[src/rtl/ps2_pkg.sv]
// Shared types and byte constants for the PS/2 set-2 scancode decoder.
package ps2_pkg;

    typedef enum logic [1:0] {
        StIdle,
        StData,
        StParity,
        StStop
    } ps2State_e;

    localparam logic [7:0] ByteE0 = 8'hE0;
    localparam logic [7:0] ByteF0 = 8'hF0;
    localparam logic [7:0] ByteE1 = 8'hE1;
    localparam logic [7:0] ByteAA = 8'hAA;
    localparam logic [7:0] ByteFA = 8'hFA;
    localparam logic [7:0] ByteEE = 8'hEE;
    localparam logic [7:0] ByteFE = 8'hFE;

    // Keyboard status/ack bytes that never produce a key event.
    function automatic logic isDropByte(input logic [7:0] b);
        return (b == ByteAA) || (b == ByteFA) || (b == ByteEE) || (b == ByteFE) || (b == 8'h00);
    endfunction

endpackage

[src/rtl/ps2_glitch_filter.sv]
// Two-flop synchroniser plus a level filter that only follows the input after
// FILTER consecutive equal samples; reports each filtered 1->0 transition.
module ps2_glitch_filter #(
    parameter int unsigned FILTER = 8
) (
    input  logic clock,
    input  logic reset,
    input  logic rawIn,
    output logic level,
    output logic fall
);

    localparam int unsigned CntW = $clog2(FILTER + 1);

    logic [1:0]      syncQ;
    logic [CntW-1:0] cntQ;
    logic            levelQ;
    logic            fallQ;

    always_ff @(posedge clock or negedge reset) begin
        if (!reset) begin
            syncQ  <= 2'b11;
            cntQ   <= '0;
            levelQ <= 1'b1;
            fallQ  <= 1'b0;
        end else begin
            syncQ <= {syncQ[0], rawIn};
            fallQ <= 1'b0;
            if (syncQ[1] == levelQ) begin
                cntQ <= '0;
            end else if (cntQ == CntW'(FILTER - 1)) begin
                levelQ <= syncQ[1];
                cntQ   <= '0;
                fallQ  <= levelQ;
            end else begin
                cntQ <= cntQ + CntW'(1);
            end
        end
    end

    assign level = levelQ;
    assign fall  = fallQ;

endmodule

[src/rtl/ps2_scan_decoder.sv]
// PS/2 keyboard receiver: frames 11-bit serial bytes and folds E0/F0/E1
// prefixes into single key events with press/release and extended flags.
module ps2_scan_decoder
    import ps2_pkg::*;
#(
    parameter int unsigned FILTER  = 8,
    parameter int unsigned TIMEOUT = 4200
) (
    input  logic       clock,
    input  logic       reset,
    input  logic       ps2Ck,
    input  logic       ps2D,
    output logic       strb,
    output logic       make,
    output logic       ext,
    output logic [7:0] code,
    output logic       err
);

    localparam int unsigned WdW = $clog2(TIMEOUT + 1);

    logic       ckLevel;
    logic       ckFall;
    logic [1:0] dSyncQ;
    logic       dSync;

    ps2_glitch_filter #(
        .FILTER (FILTER)
    ) uCkFilter (
        .clock (clock),
        .reset (reset),
        .rawIn (ps2Ck),
        .level (ckLevel),
        .fall  (ckFall)
    );

    assign dSync = dSyncQ[1];

    ps2State_e      stateQ, stateD;
    logic [2:0]     bitCntQ, bitCntD;
    logic [7:0]     shiftQ, shiftD;
    logic           parQ, parD;
    logic [WdW-1:0] wdogQ, wdogD;
    logic           extFlagQ, extFlagD;
    logic           brkFlagQ, brkFlagD;
    logic [2:0]     skipQ, skipD;
    logic           strbQ, strbD;
    logic           errQ, errD;
    logic           makeQ, makeD;
    logic           extQ, extD;
    logic [7:0]     codeQ, codeD;

    always_ff @(posedge clock or negedge reset) begin
        if (!reset) begin
            dSyncQ   <= 2'b11;
            stateQ   <= StIdle;
            bitCntQ  <= '0;
            shiftQ   <= '0;
            parQ     <= 1'b0;
            wdogQ    <= '0;
            extFlagQ <= 1'b0;
            brkFlagQ <= 1'b0;
            skipQ    <= '0;
            strbQ    <= 1'b0;
            errQ     <= 1'b0;
            makeQ    <= 1'b0;
            extQ     <= 1'b0;
            codeQ    <= '0;
        end else begin
            dSyncQ   <= {dSyncQ[0], ps2D};
            stateQ   <= stateD;
            bitCntQ  <= bitCntD;
            shiftQ   <= shiftD;
            parQ     <= parD;
            wdogQ    <= wdogD;
            extFlagQ <= extFlagD;
            brkFlagQ <= brkFlagD;
            skipQ    <= skipD;
            strbQ    <= strbD;
            errQ     <= errD;
            makeQ    <= makeD;
            extQ     <= extD;
            codeQ    <= codeD;
        end
    end

    always_comb begin
        stateD   = stateQ;
        bitCntD  = bitCntQ;
        shiftD   = shiftQ;
        parD     = parQ;
        wdogD    = wdogQ;
        extFlagD = extFlagQ;
        brkFlagD = brkFlagQ;
        skipD    = skipQ;
        strbD    = 1'b0;
        errD     = 1'b0;
        makeD    = makeQ;
        extD     = extQ;
        codeD    = codeQ;

        if (stateQ == StIdle || ckFall) begin
            wdogD = '0;
        end else if (wdogQ == WdW'(TIMEOUT - 1)) begin
            errD     = 1'b1;
            stateD   = StIdle;
            wdogD    = '0;
            extFlagD = 1'b0;
            brkFlagD = 1'b0;
        end else begin
            wdogD = wdogQ + WdW'(1);
        end

        if (ckFall) begin
            unique case (stateQ)
                StIdle: begin
                    if (!dSync) begin
                        stateD  = StData;
                        bitCntD = '0;
                    end
                end
                StData: begin
                    shiftD  = {dSync, shiftQ[7:1]};
                    bitCntD = bitCntQ + 3'd1;
                    if (bitCntQ == 3'd7) stateD = StParity;
                end
                StParity: begin
                    parD   = dSync;
                    stateD = StStop;
                end
                StStop: begin
                    stateD = StIdle;
                    if (dSync && (^{shiftQ, parQ})) begin
                        // An E1 sequence swallows the following bytes whole.
                        if (skipQ != 3'd0) begin
                            skipD = skipQ - 3'd1;
                        end else if (shiftQ == ByteE0) begin
                            extFlagD = 1'b1;
                        end else if (shiftQ == ByteF0) begin
                            brkFlagD = 1'b1;
                        end else if (shiftQ == ByteE1) begin
                            skipD = 3'd7;
                        end else if (!isDropByte(shiftQ)) begin
                            strbD    = 1'b1;
                            codeD    = shiftQ;
                            makeD    = !brkFlagQ;
                            extD     = extFlagQ;
                            extFlagD = 1'b0;
                            brkFlagD = 1'b0;
                        end
                    end else begin
                        errD     = 1'b1;
                        extFlagD = 1'b0;
                        brkFlagD = 1'b0;
                    end
                end
                default: stateD = StIdle;
            endcase
        end
    end

    assign strb = strbQ;
    assign err  = errQ;
    assign make = makeQ;
    assign ext  = extQ;
    assign code = codeQ;

endmodule

[config.mk]
export PLATFORM = sky130hd
export DESIGN_NAME = ps2_scan_decoder
export DESIGN_NICKNAME = d
export VERILOG_FILES = /design/src/rtl/ps2_pkg.sv /design/src/rtl/ps2_glitch_filter.sv /design/src/rtl/ps2_scan_decoder.sv
export SDC_FILE = /design/constraint.sdc
export NUM_CORES = 1
export LEC_CHECK = 0
export BUFFER_PORTS_ARGS = -buffer_cell sky130_fd_sc_hd__buf_2
export CORE_ASPECT_RATIO = 0.5
export CORE_MARGIN = 4
export CORE_UTILIZATION = 59
export DETAILED_ROUTE_END_ITERATION = 10
export HOLD_SLACK_MARGIN = 0.15
export PLACE_DENSITY = 0.89
export SLEW_MARGIN = 20
export SYNTH_ARGS = -nofsm -noshare
export SYNTH_HDL_FRONTEND = slang
export SYNTH_SLANG_ARGS = --single-unit
[constraint.sdc]
create_clock -name clock -period 2.76 [get_ports clock]
set_input_delay 0.138 -clock clock [delete_from_list [all_inputs] [get_ports clock]]
set_output_delay 0.138 -clock clock [all_outputs]
set_load 0.03 [all_outputs]
==> flow_summary.ini <==
[final_layout]
final_util_pct = 68.81
final_area_mm2 = 0.002741
antenna_cells = 0
nNetsFinal = 241
drive_gt1_share_pct = 22.41
area_growth_pct = 10.16

[drt]
route.detailed.drc = 0
drtAntennaViolNets = 0
drt_iter0_markers = 52
first_pass_iters = 4
dr_total_vias = 1627
routed.top_layer = met4
wire_per_inst_um = 15.67
vias_per_cell = 5.689
wl_met1_um = 1980
wirelength_um = 4482
wl_met3_um = 197
wl_met2_um = 2186

[timing]
clock.fmax_mhz = 396.8
tns_ns = 0
tightest_slew_ns = 0.7117
period_share_pct = 91.31
setup_viol = 0
hold_viol = 0
max_slew_margin_pct = 52.12
drv_slew = 0
grt_setup_unrepaired = false
fin_skew_ns = 0.004841
period_needed_ns = 2.520

[synth]
synth-edff-count = 0
synth_top_area_share_pct = 49.27
syn_nets = 218
synth_area_leaders = dfrtp_1, dfstp_2, mux2_4
synth_area_per_cell_um2 = 11.96
yosysWarnings = 0
ys_seq_area_share_pct = 54.55
ys.flop_type = dfrtp_1
synth-seq-cells = 54
yosysUniqueCellTypes = 45
synth.most_common_cell = dfrtp_1
synthTopCellsByCount = dfrtp_1, nor2_1, nand2_1
async_flop_share_pct = 100.0
synthesis.area_mm2 = 0.002489
yosysTopAreaCell = dfrtp_1
postSynthCellCount = 208

[setup_path]
slowest_stage = nor4_1
critical_path_arrival_ns = 2.72
critPathLaunchType = register
critPathKind = register to register
critPathRequiredTime_ns = 2.96
crit_family = simple AND/OR/NAND/NOR gates
slowest_delay_ns = 0.62
path_max_fanout = 11
worstPathCellList = and3_4 > nand3b_1 > nor4_1 > nand3_2 > mux2_4
crit_path_end_kind = register
critPathBufInv = 0

[power]
max-vdd-ir-drop_mv = 0.2528
pwr-share-comb_pct = 5.6
p_sw_mw = 0.3205
pwr-share-seq_pct = 61.3
p_int_mw = 1.062
swShare_pct = 23.18
leakagePower_nw = 1.347
clockPowerShare_pct = 33.0
p_per_area_mw_per_mm2 = 504.5

[cts]
cts_sinks = 54
post_cts_resized = 0
cts_made_buffers = 5
htree_levels = 2
clk_latency_ns = 0.31
cts_tree = done
cts-root-buf = clkbuf_8
cts_hold_buf = 3
path_clk_slew_ns = 0.09
post_cts_buffers = 0
cts_buffer_depth = 2

[floorplan]
die-height_um = 53.93
initial_core_util_pct = 62.47
coreArea_mm2 = 0.003984
die_area_mm2 = 0.005384
die_w_um = 99.85
row_count = 16
ios = 16

[min_path]
hp-class = primary input to asynchronous set/reset pin

[flow_run]
cap_violations = 0

[global_routing]
grt.total_usage_pct = 18.75
overflow = 0
grt_pass1_vias = 1633
grt_pass1_wl_um = 7693
grt_max_degree = 23
antenna_found_initial = 0

[placed_design]
gp_congestion = 0.8419
io_buffers = 15
post_dp_cell_area_mm2 = 0.002616
dp_hpwl_um = 2993

[outcome]
status = finished clean
## power groups by stage
stage | clock (mW) | combinational (mW) | sequential, mW
4_1_cts | 0.465 | 0.0781 | 0.846
2_1_floorplan | 0 | 0.0471 | 0.856
6_report | 0.456 | 0.0781 | 0.848
5_1_grt | 0.490 | 0.0906 | 0.852
3_3_place_gp | 0 | 0.0702 | 0.858
3_5_place_dp | 0 | 0.0729 | 0.860
## cell type report
type / count / area (um^2)
inverter: 7 / 26.28
timing repair buffer: 20 / 120.1
clock buffer: 6 / 82.58
tap: 54 / 67.56
fill: 271 / 1242
clock inverter: 2 / 12.51
multi-input combinational: 143 / 1075
sequential: 54 / 1358
## per-layer routing
layer,global-route usage (%),vias to the layer above
met5,0,-
met4,7.937,0
met3,4.916,15
met2,34.55,36
met1,21.33,804
li1,-,772
## cell usage in the layout (no fill, tap or decap), drive strengths merged, types with 2 or more instances in the layout
| cell type | synthesis | layout |
|---|---|---|
| a211oi | 4 | 4 |
| a32o | 2 | 2 |
| and3 | 7 | 7 |
| buf | 2 | 17 |
| clkbuf | 2 | 6 |
| dfrtp | 49 | 49 |
| dfstp | 5 | 5 |
| dlygate4sd3 | 0 | 3 |
| ha | 6 | 6 |
| inv | 7 | 7 |
| mux2 | 18 | 18 |
| mux2i | 3 | 3 |
| nand2 | 15 | 15 |
| nand2b | 2 | 2 |
| nand3 | 8 | 8 |
| nand3b | 3 | 3 |
| nor2 | 23 | 23 |
| nor3 | 3 | 3 |
| nor3b | 2 | 2 |
| o21ai | 7 | 7 |
| or2b | 2 | 2 |
| or3 | 2 | 2 |
| xnor2 | 12 | 12 |
| xor2 | 7 | 7 |
## path summary, 6_finish.rpt
kind | slack [ns] | start | end | depth (start not counted)
worst min register to register | 0.36 | uCkFilter.syncQ[0] | uCkFilter.syncQ[1] | 0
worst max-delay path | 0.24 | stateQ[0] | code[6] | 5
min in group clock | 0.36 | uCkFilter.syncQ[0] | uCkFilter.syncQ[1] | 0
worst max register to register | 0.24 | stateQ[0] | code[6] | 5
worst min-delay path | 0.31 | reset | wdogQ[2] | 2
max in group asynchronous | 1.79 | reset | uCkFilter.level | 3
## logic make-up after synthesis
| group | Yosys count | synth area share (%) |
|---|---|---|
| buffers and inverters | 11 | 2.263 |
| multiplexers | 21 | 10.56 |
| AO/OA/AOI/OAI | 21 | 5.983 |
| AND/OR/NAND/NOR | 75 | 15.74 |
| adder cells (fa/ha/maj) | 6 | 3.017 |
| XOR/XNOR | 20 | 7.893 |
| flip-flops | 54 | 54.55 |
## sequential cells by signal, summed over array words and instances, names as in the netlist
register,cells
bitCntQ,3
uCkFilter.syncQ,2
brkFlagQ,1
skipQ,3
dSyncQ,2
uCkFilter.fall,1
parQ,1
err,1
strb,1
uCkFilter.cntQ,4
extFlagQ,1
ext,1
shiftQ,8
uCkFilter.level,1
code,8
wdogQ,13
stateQ,2
make,1
## through the flow
step / hold WS, ns / setup WS, ns / power (mW) / cells
4_1_cts: 0.3215 / 0.2404 / 1.390 / 286
3_5_place_dp: 0.1239 / 0.2991 / 0.9328 / 275
2_1_floorplan: -0.1576 / 0.7641 / 0.9026 / 208
6_report: 0.3123 / 0.2398 / 1.383 / 286
3_3_place_gp: 0.1098 / 0.5758 / 0.9284 / 275
5_1_grt: 0.3684 / 0.1123 / 1.433 / 286
(Power assumes the default switching activity.)
